File: src/rtl/fetch_unit.sv
// fetch_unit: single-outstanding instruction fetch FSM between the pc block, instruction memory and decode.
// Defining FETCH_PERF_EN adds the fetch_count / stall_count performance counters.
module fetch_unit #(
  parameter int ADDR_W  = 20,
  parameter int INSTR_W = 32
) (
  input  logic               clk,
  input  logic               rst,
  input  logic [ADDR_W-1:0]  pc,
  output logic               pc_inc,
  input  logic               redirect,
  output logic               mem_req,
  output logic [ADDR_W-1:0]  mem_addr,
  input  logic               mem_ack,
  input  logic [INSTR_W-1:0] mem_rdata,
  output logic               instr_valid,
  output logic [INSTR_W-1:0] instr,
  input  logic               instr_ready
`ifdef FETCH_PERF_EN
  ,
  output logic [31:0]        fetch_count,
  output logic [31:0]        stall_count
`endif
);

  localparam logic [1:0] ST_IDLE  = 2'd0;
  localparam logic [1:0] ST_REQ   = 2'd1;
  localparam logic [1:0] ST_VALID = 2'd2;

  logic [1:0]         state_q;
  logic [ADDR_W-1:0]  addr_q;
  logic [INSTR_W-1:0] instr_q;
  logic               kill_q;
  logic               inc_pending_q;

  // A redirect seen while the request is outstanding poisons the eventual ack;
  // a redirect arriving with the ack itself is folded in directly.
  always_ff @(posedge clk or negedge rst) begin
    if (!rst) begin
      state_q       <= ST_IDLE;
      addr_q        <= '0;
      instr_q       <= '0;
      kill_q        <= 1'b0;
      inc_pending_q <= 1'b0;
    end else begin
      case (state_q)
        ST_IDLE: begin
          addr_q  <= pc;
          kill_q  <= 1'b0;
          state_q <= ST_REQ;
        end
        ST_REQ: begin
          if (mem_ack) begin
            if (kill_q || redirect) begin
              state_q <= ST_IDLE;
            end else begin
              instr_q       <= mem_rdata;
              inc_pending_q <= 1'b1;
              state_q       <= ST_VALID;
            end
          end else if (redirect) begin
            kill_q <= 1'b1;
          end
        end
        ST_VALID: begin
          inc_pending_q <= 1'b0;
          if (redirect || instr_ready) begin
            state_q <= ST_IDLE;
          end
        end
        default: begin
          state_q <= ST_IDLE;
        end
      endcase
    end
  end

  assign mem_req     = (state_q == ST_REQ);
  assign mem_addr    = (state_q == ST_REQ) ? addr_q : '0;
  assign instr_valid = (state_q == ST_VALID);
  assign instr       = instr_q;
  assign pc_inc      = inc_pending_q & ~redirect;

`ifdef FETCH_PERF_EN
  logic accept;
  logic stall;

  // Redirect wins over ready, so a dropped instruction is not counted as fetched.
  assign accept = (state_q == ST_VALID) & instr_ready & ~redirect;
  assign stall  = ((state_q == ST_REQ) & ~mem_ack) | ((state_q == ST_VALID) & ~instr_ready);

  always_ff @(posedge clk or negedge rst) begin
    if (!rst) begin
      fetch_count <= '0;
      stall_count <= '0;
    end else begin
      if (accept) fetch_count <= fetch_count + 32'd1;
      if (stall)  stall_count <= stall_count + 32'd1;
    end
  end
`endif

endmodule

File: config.mk
export PLATFORM = sky130hd
export DESIGN_NAME = fetch_unit
export DESIGN_NICKNAME = d
export VERILOG_FILES = /design/src/rtl/fetch_unit.sv
export SDC_FILE = /design/constraint.sdc
export NUM_CORES = 1
export LEC_CHECK = 0
export CAP_MARGIN = 20
export CORE_MARGIN = 1.5
export CORE_UTILIZATION = 35
export DETAILED_ROUTE_END_ITERATION = 7
export DONT_BUFFER_PORTS = 1
export GPL_ROUTABILITY_DRIVEN = 0
export PLACE_DENSITY_LB_ADDON = 0.3
export SKIP_LAST_GASP = 1
export SYNTH_ARGS = -nofsm -noshare
export SYNTH_HDL_FRONTEND = slang
export SYNTH_SLANG_ARGS = --single-unit
File: constraint.sdc
create_clock -name clk -period 1.78 [get_ports clk]
set_clock_uncertainty 0.1 [all_clocks]
set_input_delay 0.267 -clock clk [delete_from_list [all_inputs] [get_ports clk]]
set_output_delay 0.267 -clock clk [all_outputs]
set_load 0.02 [all_outputs]
==> summary.txt <==
Die
  • Die Ht: 85.1 um
  • Core region area: 0.00642 mm^2
  • Total I/O pin count: around 110
  • Starting Density: 36.7%
  • Chip Width: 85.1 um
  • DIE AREA: 0.00724 mm^2
  • Row count: 29

STA
  • Final WS setup: 88.2 ps
  • Unrepaired setup endpoints after global routing: false
  • Max Slew Vio Count: 0
  • Hold slack: 11.6 ps
  • Setup TNS: 0 ps
  • Tmin final: 1690 ps
  • Final Hold Fails: 0
  • Final setup vio count: 0
  • Slew @ Worst Pin: 405 ps
  • Highest clock rate: 591 MHz
  • Relative max-transition margin: about 73%
  • Final period util: 95.0%

Drt
  • Max layer used: met4
  • DRT Pass-1 Iters: 8
  • Drt drc: 5
  • Final ANT Viol Nets: 0
  • Final WL: 4.94 mm
  • Routed wire length on met2: roughly 2.7 mm
  • Wirelength per Cell: approximately 18 um
  • Via count: about 1300
  • Met1 WL: 1.66 mm
  • Via density: roughly 5.0
  • Iteration-0 DRC Markers: 29
  • Routed wl met3: 511 um

Yosys
  • FF+latch count, synth: 56
  • Multiplexer share of the synthesized area: 29.3%
  • Unique masters post-synth: 17
  • Main combinational cell family by area after synthesis: multiplexers
  • Post-synthesis compound-gate area fraction: 0.531%
  • Sequential fraction of the synthesis area: 59.4%
  • Syn_area_per_cell: 15.8 um^2
  • Post-synthesis xor/xnor area fraction: 0%
  • Yosys top cell area share: 59.4%
  • Synth area leader: dfrtp_1
  • Post-synth net total: around 210
  • Synthesis Warnings: 0
  • Leading post-synthesis cells by cell area: dfrtp_1 (59%), mux2_4 (18%), mux2_2 (11%)
  • Post-Syn Area: 0.00236 mm^2
  • Synth Area in Adders: 0%
  • Post-synthesis simple-gate area fraction: 8.44%
  • Synth Instances: 149

Power
  • Net Sw Frac: 37.4%
  • Static Leakage: between 1 and 1.5 nW
  • Tot Pwr: 4.71 mW
  • Comb pwr share: 29.4%
  • Sequential Power Share: 55.9%
  • Sw Pwr: 1.76 mW
  • Internal cell power: between 2 and 3 mW
  • Power per cell area: 1590 mW/mm^2
  • Max VDD drop: 0.685 mV
  • Clk pwr share: 14.8%

Critical path
  • Crit Path Max Fanout: 21
  • Startpoint types: flop
  • Worst Reg-to-Reg Cells: 4
  • CP Class: flop to output pin
  • Worst R2R Start: state_q[1]$_DFFE_PN0P_
  • Critical Path RT: 1410 ps
  • Worst Setup End Kind: output pin
  • WP data arrival: 1320 ps
  • Worst r2r dst: addr_q[18]$_DFFE_PN0N_
  • R2R setup slack: 290 ps

Min path
  • Worst Hold Depth: 1
  • Worst min path class: input pin to flop
  • Hold EP: addr_q[15]$_DFFE_PN0N_
  • Hold_sp: pc[15]

Final layout
  • Final design utilization: 46.0%
  • Finished Layout Cells: 267
  • Share of cells above drive strength 1: a little under half
  • Antenna cell count: 0
  • Fin area: about 0.0030 mm^2
  • Area growth, synth to finish: 25.2%
  • Fin nets: 246

CTS
  • CTS Buffer Depth: 2
  • Clock transition at the registers of the reported paths: 100 ps
  • Clk_lat worst skew: 300 ps
  • Clk sinks: 56
  • Root Buffer: clkbuf_8
  • CTS tree: built
  • H-tree depth: 2
  • TritonCTS Buffers: 5

Global routing
  • Remaining global-route overflow: 0
  • First-pass GRT wire length: 7.34 mm
  • Total track usage: a little over an eighth
  • Vias in the first global route: 1385
  • Largest net degree at the start of global routing: 57
  • Initial antenna violation count: 0

Flow run
  • Max Cap Viol: 0

Placed design
  • DP Wirelength: 3.42 mm
  • IO Port Bufs: 0
  • Post-DP Area: between 0.002 and 0.0025 mm^2
  • DP Worst Slack: approximately 280 ps
  • Placed Cells: 224

Run status
  • Outcome: complete, but fails checks
  • Violated checks: design-rule violations
==> sequential cells by signal, indices dropped and copies added (netlist names) <==
register       flops
kill_q             1
inc_pending_q      1
instr             32
state_q            2
addr_q            20
==> repair_timing <==
item / 4_1_cts / 5_1_grt
setup endpoints to repair: 20 / 20
buffers inserted: 0 / 1
hold buffers: 18 / 16
endpoints found under the hold margin: 71 / 16
gates cloned: 0 / 0
resized for setup: 21 / 0
==> logic make-up after synthesis <==
logic type	count (synthesis)
simple gates	31
compound gates	2
buf+inv	8
flops	56
mux	52
==> power groups by stage <==
stage / Sequential [mW] / Combinational [mW] / Clock [mW]
6_report: 2.63 / 1.38 / 0.696
3_5_place_dp: 2.65 / 1.26 / 0
4_1_cts: 2.64 / 1.36 / 0.719
2_1_floorplan: 2.52 / 1.12 / 0
5_1_grt: 2.70 / 1.48 / 0.785
3_3_place_gp: 2.63 / 1.21 / 0
==> worst max-delay path by stage <==
stage,startpoint,to,slack (ps),cells after the start
finish,state_q[1]$_DFFE_PN0P_,mem_addr[8],90,3
global route,state_q[1]$_DFFE_PN0P_,mem_addr[6],6,3
CTS,state_q[0]$_DFFE_PN0P_,mem_addr[6],30,3
detailed placement,state_q[0]$_DFFE_PN0P_,mem_addr[6],280,3
global placement,state_q[0]$_DFFE_PN0P_,instr[23]$_DFFE_PN0P_,330,4
floorplan,state_q[1]$_DFFE_PN0P_,mem_addr[10],190,3
==> worst max-delay path, cell delays in order (launching register included) <==
cell	delay [ps]
dfrtp_1	430
nor2b_4	160
buf_6	200
and2_2	240
==> Yosys cell counts <==
master	number
o31ai_1	1
a21oi_1	1
nand3_4	1
dfrtp_1	56
nor2b_4	1
inv_1	1
nand2_1	2
clkbuf_1	2
buf_6	3
nand2b_1	1
nor2_1	4
mux2_2	24
nor2b_1	1
nor3b_1	1
mux2_4	28
and2_1	20
buf_2	2
==> cell usage in the layout, fill, tap and decap left out <==
| master | synthesis | routed |
|---|---|---|
| buf_16 | 0 | 1 |
| a21oi_1 | 1 | 1 |
| nand2_1 | 2 | 2 |
| buf_4 | 0 | 3 |
| clkbuf_1 | 2 | 2 |
| nor2b_1 | 1 | 1 |
| nor2_1 | 4 | 3 |
| nor2b_4 | 1 | 1 |
| nand2b_1 | 1 | 1 |
| and2_2 | 0 | 20 |
| o31ai_1 | 1 | 1 |
| buf_6 | 3 | 1 |
| dfrtp_1 | 56 | 56 |
| buf_12 | 0 | 2 |
| nor2_2 | 0 | 1 |
| nor3b_1 | 1 | 1 |
| dlygate4sd3_1 | 0 | 33 |
| mux2_4 | 28 | 28 |
| mux2_2 | 24 | 24 |
| inv_1 | 1 | 1 |
| clkbuf_8 | 0 | 6 |
| nand3_4 | 1 | 1 |
==> per-layer routing <==
metal / up-vias / track usage, %
met5: - / 0
met4: 0 / 3.58
met3: 4 / 6.81
met2: 73 / 24.0
met1: 672 / 14.0
li1: 586 / -
==> final cells by class <==
class	count	area [um^2]
timing repair buffer	40	432
clock buffer	8	90.1
sequential	56	1400
inverter	1	3.75
multi-input combinational	85	930
tap	77	96.3
fill	550	3470
No activity file was read; power rests on OpenSTA's default activity.
